`config.mk`:
```
export PLATFORM = sky130hd
export DESIGN_NAME = chip_check_sequencer_flat
export DESIGN_NICKNAME = d
export VERILOG_FILES = /design/src/rtl/chip_check_pkg.sv /design/src/rtl/chip_check_sequencer_if.sv /design/src/rtl/chip_check_timer.sv /design/src/rtl/chip_check_sequencer.sv /design/src/flat_wrapper.sv
export SDC_FILE = /design/constraint.sdc
export NUM_CORES = 1
export LEC_CHECK = 0
export BUFFER_PORTS_ARGS = -buffer_cell sky130_fd_sc_hd__buf_2
export CAP_MARGIN = 20
export CORE_AREA = 2 2 51 53
export DETAILED_ROUTE_END_ITERATION = 8
export DIE_AREA = 0 0 53 55
export GPL_TIMING_DRIVEN = 0
export PLACE_DENSITY = 0.78
export SETUP_SLACK_MARGIN = 0.1
export SLEW_MARGIN = 20
export SYNTH_ARGS = -nofsm -noshare
export SYNTH_HDL_FRONTEND = slang
export SYNTH_HIERARCHICAL = 1
export SYNTH_SLANG_ARGS = --single-unit
export TNS_END_PERCENT = 30
```
`constraint.sdc`:
```
create_clock -name Clk -period 3 [get_ports Clk]
set_input_delay 0.15 -clock Clk [delete_from_list [all_inputs] [get_ports Clk]]
set_output_delay 0.15 -clock Clk [all_outputs]
set_load 0.02 [all_outputs]
```
`src/rtl/chip_check_pkg.sv`:
```
// rtl/chip_check_pkg.sv - shared state type and sizing helper for the chip check sequencer
package chip_check_pkg;

    typedef enum logic [2:0] {
        CC_IDLE,
        CC_LOAD,
        CC_START,
        CC_WAIT,
        CC_CAPTURE,
        CC_DISPLAY
    } cc_state_t;

    // A single-test build still needs a one-bit index port.
    function automatic int idx_width(input int n);
        return (n > 1) ? $clog2(n) : 1;
    endfunction

endpackage

```
`src/rtl/chip_check_sequencer_if.sv`:
```
// rtl/chip_check_sequencer_if.sv - sequencer to checker datapath handshake bundle
interface chip_check_sequencer_if #(
    parameter int IDX_W = 2
);
    logic             LD_SW;
    logic             Start_Check;
    logic             LD_RSLT;
    logic [IDX_W-1:0] Test_Idx;
    logic             Check_Done;
    logic             Check_Pass;

    modport master (
        output LD_SW, Start_Check, LD_RSLT, Test_Idx,
        input  Check_Done, Check_Pass
    );

    modport slave (
        input  LD_SW, Start_Check, LD_RSLT, Test_Idx,
        output Check_Done, Check_Pass
    );
endinterface

```
`src/rtl/chip_check_timer.sv`:
```
// rtl/chip_check_timer.sv - clearable WAIT-state cycle counter with expiry flag
module chip_check_timer #(
    parameter int TIMEOUT_CYCLES = 1024
) (
    input  logic Clk,
    input  logic Reset,
    input  logic clear,
    input  logic enable,
    output logic expire
);
    localparam int TMR_W = $clog2(TIMEOUT_CYCLES + 1);

    logic [TMR_W-1:0] count;

    always_ff @(posedge Clk) begin
        if (Reset || clear) begin
            count <= '0;
        end else if (enable && !expire) begin
            count <= count + TMR_W'(1);
        end
    end

    assign expire = (count == TMR_W'(TIMEOUT_CYCLES - 1));
endmodule

```
`src/rtl/chip_check_sequencer.sv`:
```
// rtl/chip_check_sequencer.sv - runs NUM_TESTS checker passes per Run press and shows a fail mask
module chip_check_sequencer
    import chip_check_pkg::*;
#(
    parameter int NUM_TESTS      = 4,
    parameter int TIMEOUT_CYCLES = 1024
) (
    input  logic                 Clk,
    input  logic                 Reset,
    input  logic                 Run,
    input  logic                 Stop_On_Fail,
    chip_check_sequencer_if.master chk,
    output logic                 DISP_RSLT,
    output logic [NUM_TESTS-1:0] Fail_Mask,
    output logic                 Timeout_Err,
    output logic                 Busy
);
    localparam int IDX_W = idx_width(NUM_TESTS);
    localparam logic [IDX_W-1:0] LAST_IDX = IDX_W'(NUM_TESTS - 1);

    cc_state_t        state, state_n;
    logic             run_q, run_rise, stop_q, expire;
    logic [IDX_W-1:0] test_idx;
    logic             start_run, record_done, record_timeout, advance;
    logic             ld_sw, start_check, ld_rslt;

    assign run_rise = Run & ~run_q;

    chip_check_timer #(.TIMEOUT_CYCLES(TIMEOUT_CYCLES)) u_timer (
        .Clk    (Clk),
        .Reset  (Reset),
        .clear  (state == CC_START),
        .enable ((state == CC_WAIT) && !chk.Check_Done),
        .expire (expire)
    );

    always_ff @(posedge Clk) begin
        if (Reset) state <= CC_IDLE;
        else       state <= state_n;
    end

    always_comb begin
        state_n        = state;
        ld_sw          = 1'b0;
        start_check    = 1'b0;
        ld_rslt        = 1'b0;
        DISP_RSLT      = 1'b0;
        Busy           = 1'b1;
        start_run      = 1'b0;
        record_done    = 1'b0;
        record_timeout = 1'b0;
        advance        = 1'b0;
        case (state)
            CC_IDLE: begin
                Busy = 1'b0;
                if (run_rise) begin
                    start_run = 1'b1;
                    state_n   = CC_LOAD;
                end
            end
            CC_LOAD: begin
                ld_sw   = 1'b1;
                state_n = CC_START;
            end
            CC_START: begin
                ld_sw       = 1'b1;
                start_check = 1'b1;
                state_n     = CC_WAIT;
            end
            CC_WAIT: begin
                ld_sw   = 1'b1;
                ld_rslt = 1'b1;
                // Done takes priority over a coinciding expiry.
                if (chk.Check_Done) begin
                    record_done = 1'b1;
                    state_n     = CC_CAPTURE;
                end else if (expire) begin
                    record_timeout = 1'b1;
                    state_n        = CC_CAPTURE;
                end
            end
            CC_CAPTURE: begin
                ld_rslt = 1'b1;
                if (test_idx == LAST_IDX || (stop_q && Fail_Mask[test_idx])) begin
                    state_n = CC_DISPLAY;
                end else begin
                    advance = 1'b1;
                    state_n = CC_LOAD;
                end
            end
            CC_DISPLAY: begin
                Busy      = 1'b0;
                DISP_RSLT = 1'b1;
                if (run_rise) begin
                    start_run = 1'b1;
                    state_n   = CC_LOAD;
                end
            end
            default: begin
                Busy    = 1'b0;
                state_n = CC_IDLE;
            end
        endcase
    end

    always_ff @(posedge Clk) begin
        if (Reset) begin
            run_q       <= 1'b0;
            stop_q      <= 1'b0;
            test_idx    <= '0;
            Fail_Mask   <= '0;
            Timeout_Err <= 1'b0;
        end else begin
            run_q <= Run;
            if (start_run) begin
                stop_q      <= Stop_On_Fail;
                test_idx    <= '0;
                Fail_Mask   <= '0;
                Timeout_Err <= 1'b0;
            end
            if (record_done) begin
                Fail_Mask[test_idx] <= ~chk.Check_Pass;
            end
            if (record_timeout) begin
                Fail_Mask[test_idx] <= 1'b1;
                Timeout_Err         <= 1'b1;
            end
            if (advance) begin
                test_idx <= test_idx + IDX_W'(1);
            end
        end
    end

    assign chk.LD_SW       = ld_sw;
    assign chk.Start_Check = start_check;
    assign chk.LD_RSLT     = ld_rslt;
    assign chk.Test_Idx    = test_idx;
endmodule

```
`src/flat_wrapper.sv`:
```
// flat-port wrapper written by rule: the top's interface ports become plain ports
module chip_check_sequencer_flat import chip_check_pkg::*;
#(
    parameter int NUM_TESTS      = 4,
    parameter int TIMEOUT_CYCLES = 1024
)
  (Clk, Reset, Run, Stop_On_Fail, DISP_RSLT, Fail_Mask, Timeout_Err, Busy, chk_LD_SW, chk_Start_Check, chk_LD_RSLT, chk_Test_Idx, chk_Check_Done, chk_Check_Pass);
  chip_check_sequencer_if #(.IDX_W((2))) chk_i ();
  input  logic Clk;
  input  logic Reset;
  input  logic Run;
  input  logic Stop_On_Fail;
  output logic DISP_RSLT;
  output logic [NUM_TESTS-1:0] Fail_Mask;
  output logic Timeout_Err;
  output logic Busy;
  output wire logic [$bits(chk_i.LD_SW)-1:0] chk_LD_SW;
  output wire logic [$bits(chk_i.Start_Check)-1:0] chk_Start_Check;
  output wire logic [$bits(chk_i.LD_RSLT)-1:0] chk_LD_RSLT;
  output wire logic [$bits(chk_i.Test_Idx)-1:0] chk_Test_Idx;
  input wire logic [$bits(chk_i.Check_Done)-1:0] chk_Check_Done;
  input wire logic [$bits(chk_i.Check_Pass)-1:0] chk_Check_Pass;
  assign chk_LD_SW = chk_i.LD_SW;
  assign chk_Start_Check = chk_i.Start_Check;
  assign chk_LD_RSLT = chk_i.LD_RSLT;
  assign chk_Test_Idx = chk_i.Test_Idx;
  assign chk_i.Check_Done = chk_Check_Done;
  assign chk_i.Check_Pass = chk_Check_Pass;
  chip_check_sequencer #(.NUM_TESTS(NUM_TESTS), .TIMEOUT_CYCLES(TIMEOUT_CYCLES)) u_core (.Clk(Clk), .Reset(Reset), .Run(Run), .Stop_On_Fail(Stop_On_Fail), .chk(chk_i), .DISP_RSLT(DISP_RSLT), .Fail_Mask(Fail_Mask), .Timeout_Err(Timeout_Err), .Busy(Busy));
endmodule
```
; ---- After elaboration in Yosys (flattened, before gate mapping)
; Index checks and enable logic that the tools add are counted.
[op_classes]
addsub = 2
bitwise_logic = 4
mux = 33
shift = 0
reduce_logical = 16
eq_ne = 9
n_div = 0
mul = 0
order_cmp = 2
[ops]
columns = cell, n
row1 = 4-bit 2-to-1 mux, 5
row2 = 1-bit 2-to-1 mux, 18
row3 = 3-bit one-hot mux with 5 select lines, 1
row4 = 3-bit 2-to-1 mux, 4
row5 = "11-bit by 1-bit adder with 11-bit output, second input constant", 1
row6 = "11-bit by 10-bit equality test with 1-bit output, second input constant", 1
row7 = "3-bit by 2-bit equality test with 1-bit output, second input constant", 2
row8 = "3-bit equality test, second input constant", 2
row9 = 4-bit bitwise mux, 1
row10 = 1-bit logical AND, 4
row11 = 2-bit 2-to-1 mux, 2
row12 = 4-bit bitwise OR, 1
row13 = 2-bit nonzero test, 2
row14 = 2-bit OR reduction, 2
row15 = 4-bit OR reduction, 1
row16 = "3-bit by 1-bit equality test with 1-bit output, second input constant", 1
row17 = 3-bit zero test, 1
row18 = "2-bit by 3-bit < comparator with 1-bit output, second input constant", 1
row19 = "3-bit inequality test, second input constant", 1
row20 = 3-bit OR reduction, 1
row21 = "2-bit by 1-bit adder with 2-bit output, second input constant", 1
row22 = 1-bit binary-select mux with 2-bit select, 1
row23 = 1-bit demux with 2-bit select, 1
row24 = "2-bit equality test, second input constant", 1
row25 = other kinds (7), 10
[totals]
mem_bits_ro = 0
latch_bits = 0
reg_bits = 23
input_bits = 6
word_cells = 73
memories = 0
mem_bits_rw = 0

; ---- Logic depth before layout (Yosys ltp)
[depth]
word_depth = 11
ltp_mapped = 7

; ---- By module
; Netlist, hierarchy kept.
[by_module_without_submodules]
columns = module, instances, area_per_inst_um2, cells_each, seq_area_each_um2
row1 = chip_check_sequencer, 1, 705.7, 76, 240.2
row2 = chip_check_timer, 1, 539.3, 62, 220.2

; ---- Worst setup path after synthesis
; Ideal clock, no wire load.
[synth_path]
kind = register -> register
from = register u_core.state[1]
to = register u_core.u_timer.count[9]
t_required_ps = 2884
setup_time_ps = 116
path_slack_ps = 796
path_stages_with_launch = 7
arrival_ps = 2088
synth_period_minus_slack_ps = 2204
cell_sequence = dfxtp_1 > buf_2 > nor4bb_1 > and4_4 > nand3_2 > or4b_1 > o211a_1
[synth_via]
elab_chain_cells = 3
elab_cells_between_ends = 5
classes_between = 2 x eq/ne / 3 x reduce/logical
[synth_rtl]
columns = element, line_no
row1 = start: declaration, chip_check_sequencer.sv:21  ; cc_state_t state, state_n;
row2 = start signal: assignment, chip_check_sequencer.sv:39  ; else state <= state_n;
row3 = 3-bit by 2-bit equality test with 1-bit output, chip_check_sequencer.sv:33  ; .enable ((state == CC_WAIT) && !chk.Check_Done),
row4 = 1-bit logical AND, chip_check_sequencer.sv:33
row5 = 1-bit logical AND, chip_check_timer.sv:18  ; end else if (enable && !expire) begin
row6 = end signal: assignment, chip_check_timer.sv:19  ; count <= count + TMR_W'(1);
row7 = end: declaration, chip_check_timer.sv:13  ; logic [TMR_W-1:0] count;
; Parallel ways exist; a longest one is shown, timed or not.
; A chain may end at the register's enable or synchronous reset.

; ---- Final worst setup path
; Same ends and word-level chain as after synthesis.

==> summary.txt <==
Status: finished clean
CTS Sinks: 23
Post-CTS Setup Inserts: 0
Finished Cell Area: 1394 sq um
Setup CP Type: reg -> reg
DRT Pass-1 Iters: 4
Syn Std Cell Area: 1245 sq um
Max Cap Viol: 0
Synth cell types: 45
Pin count of the biggest net entering global routing: 13
Crit start category: flop
Int Pwr: 387.2 uW
Fill cells: 242
Via count: 1,112
Hold Fails Final Rpt: 0
Core ar.: 2365 sq um
Vias per cell: 5.884
Design Power: 526.0 uW
CTS H-Tree Depth: 1
Setup Viol. Count Final: 0
Clk buf depth: 2
Number of buffers added on ports: 17
Die Ht: 55 um
Effective utilization at floorplan: 0.5265
RSZ-0062 raised after global routing: no
Layout area overhead: 11.96%
Initial antenna violation count: 0
Drt total wl: 2740 um
Worst Setup End Kind: flop
Reg power frac: 0.598
Total CTS buffers: 3
Avg Cell Area, Syn: 9.021 sq um
Ys flop type: dfxtp_1
# diodes: 0
Worst Hold Class: in -> reg
Static leakage: 0.5723 nW
Layout cells sized above 1: 0.2264
GRT Total Usage: 0.2086
FF+latch count, synth: 23
Sequential-to-total area share from yosys stat: 0.3698
Worst slew margin: 0.4465
Number of global-route vias before repair: 1,066
Maximum vdd drop: 0.0002969 V
Critical Path RT: 3.20 ns
Pins Over Slew Limit: 0
Width of the die: 53 um
Post-CTS resize count: 0
CTS tree: done
Crit path max fanout: 10
Post-synthesis net count: 149
GP Congestion: 0.7822
Worst Path Arrival: 2.79 ns
Setup TNS Final: 0 ns
Clk root buf: clkbuf_4
Clock network fraction of design power: 0.268
Antenna-violating nets left: 0
Reg clk slew, reported paths: 0.13 ns
Die area: 2915 sq um
Cell Area, Placed: 1368 sq um
Nets: 171
Asr flop ratio synth: 0
Synth warn: 6
First-pass GRT wire length: 4471 um
Post-synth EDFFs: 0
Combinational group share of total power: 0.134
Rows: 18
Initial drt markers: 17
Pwr dens: 377.4 nW/um^2
Ports placed on the boundary: 18
Sw Ratio: 0.2639
Post-DR wirelength/cell: 14.50 um
Slew @ Worst Pin: 0.8192 ns
Fmax: 0.3871 GHz
Remaining routing DRC violations: 0
Psw: 138.8 uW
Total global routing overflow: 0
Clock skew: 0.01499 ns
Post-DP HPWL: 2137 um
Min Tclk post-route: 2.583 ns
Hold Worst Slack: 0.08644 ns
Clk_lat worst skew: 0.31 ns
Final worst-path cycle share: 0.8611
CTS Hold Bufs: 0
Post-Syn Instances: 138
[registers in the layout (all words and copies together) (netlist names)]
signal,flops
u_core/u_timer/count,11
u_core/run_q,1
u_core/Timeout_Err,1
u_core/Fail_Mask,4
u_core/state,3
u_core/stop_q,1
u_core/chk.Test_Idx,2
[worst max-delay path, cell delays in order (launching register included)]
cell	delay, ns
dfxtp_1	0.40
buf_2	0.21
nor4bb_1	0.74
and4_4	0.36
nand3_2	0.10
or4b_1	0.52
o211a_1	0.14
[cell usage in the layout (no fill, tap or decap), types with 2 or more instances in the layout]
cell type  count
mux2i_1        2
dfxtp_1       23
nor3_1         2
a311oi_1       2
or3b_2         2
xor2_1         2
ha_1           5
a31oi_1        5
xnor2_1        3
o21ai_0        6
a21oi_1        6
clkbuf_4       3
nand3_1        5
inv_1          7
buf_2         20
and3_1         2
and3_2         3
a32o_1         4
nor3b_1        2
nor2_1         9
nor2b_1        3
nand3b_1       2
nand2_1       14
and2_1         3
o211ai_1       2
[cell type report]
| cell class | count | area (sq um) | share of cell area |
|---|---|---|---|
| tap | 30 | 37.54 | 0.02693 |
| clock buffer | 4 | 26.28 | 0.01885 |
| timing repair buffer | 17 | 85.08 | 0.06104 |
| buffer | 4 | 18.77 | 0.01346 |
| sequential | 23 | 460.4 | 0.3303 |
| multi-input combinational | 104 | 739.5 | 0.5305 |
| inverter | 7 | 26.28 | 0.01885 |
[power groups by stage]
stage | registers (mW) | logic [mW] | clock network, mW
global placement | 0.321 | 0.0677 | 0
CTS | 0.314 | 0.0706 | 0.149
finish | 0.314 | 0.0706 | 0.141
floorplan | 0.320 | 0.0481 | 0
global route | 0.315 | 0.0777 | 0.156
detailed placement | 0.321 | 0.0704 | 0
[worst paths after layout]
check | startpoint | endpoint | slack [ns] | depth (start not counted)
worst max register to register | u_core/state[1] | u_core/u_timer/count[9] | 0.42 | 6
worst min-delay path | Run | u_core/run_q | 0.09 | 2
worst max-delay path | u_core/state[1] | u_core/u_timer/count[9] | 0.42 | 6
worst min register to register | u_core/u_timer/count[10] | u_core/u_timer/count[10] | 0.46 | 2
[cell families (layout without fill, tap and decap cells)]
kind of cell    Yosys count  count (layout)  share of synthesized area
buf+inv                  11              32                    0.03618
compound gates           34              34                     0.2091
simple gates             57              57                     0.2653
mux                       3               3                    0.03417
xor+xnor                  5               5                    0.03518
flops                    23              23                     0.3698
fa+ha+maj                 5               5                    0.05025
[stage by stage]
stage | worst slack, ns | util | std cells
CTS | 0.5102 | 0.5894 | 189
finish | 0.4168 | 0.5894 | 189
detailed placement | 0.5455 | 0.5783 | 185
global route | 0.3332 | 0.5894 | 189
global placement | 0.5315 | 0.5783 | 185
floorplan | 0.7956 | - | 138
[synthesized netlist by cell type (all sizes together), types with 2 or more instances]
cell,instances,share of area
or3b,2,0.014
and2,3,0.015
ha,5,0.050
o211ai,2,0.012
buf,4,0.015
mux2i,2,0.016
nor3b,2,0.012
o21ai,6,0.024
xnor2,3,0.021
nor3,2,0.0080
a21oi,6,0.024
dfxtp,23,0.37
inv,7,0.021
a311oi,2,0.014
nor2b,3,0.015
a32o,4,0.032
nand2,14,0.042
a31oi,5,0.025
a211oi,2,0.022
nand3,6,0.028
nand3b,2,0.012
xor2,2,0.014
nor2,9,0.027
and3,5,0.028
[metal layers]
| layer | wire length, um | share of wire | global-route usage |
|---|---|---|---|
| met5 | 0 | 0 | 0 |
| met4 | 23 | 0.0084 | 0.08547 |
| met3 | 99 | 0.036 | 0.02419 |
| met2 | 1427 | 0.52 | 0.4188 |
| met1 | 1189 | 0.43 | 0.2196 |
Note: power is estimated with default switching activity, not from simulation.
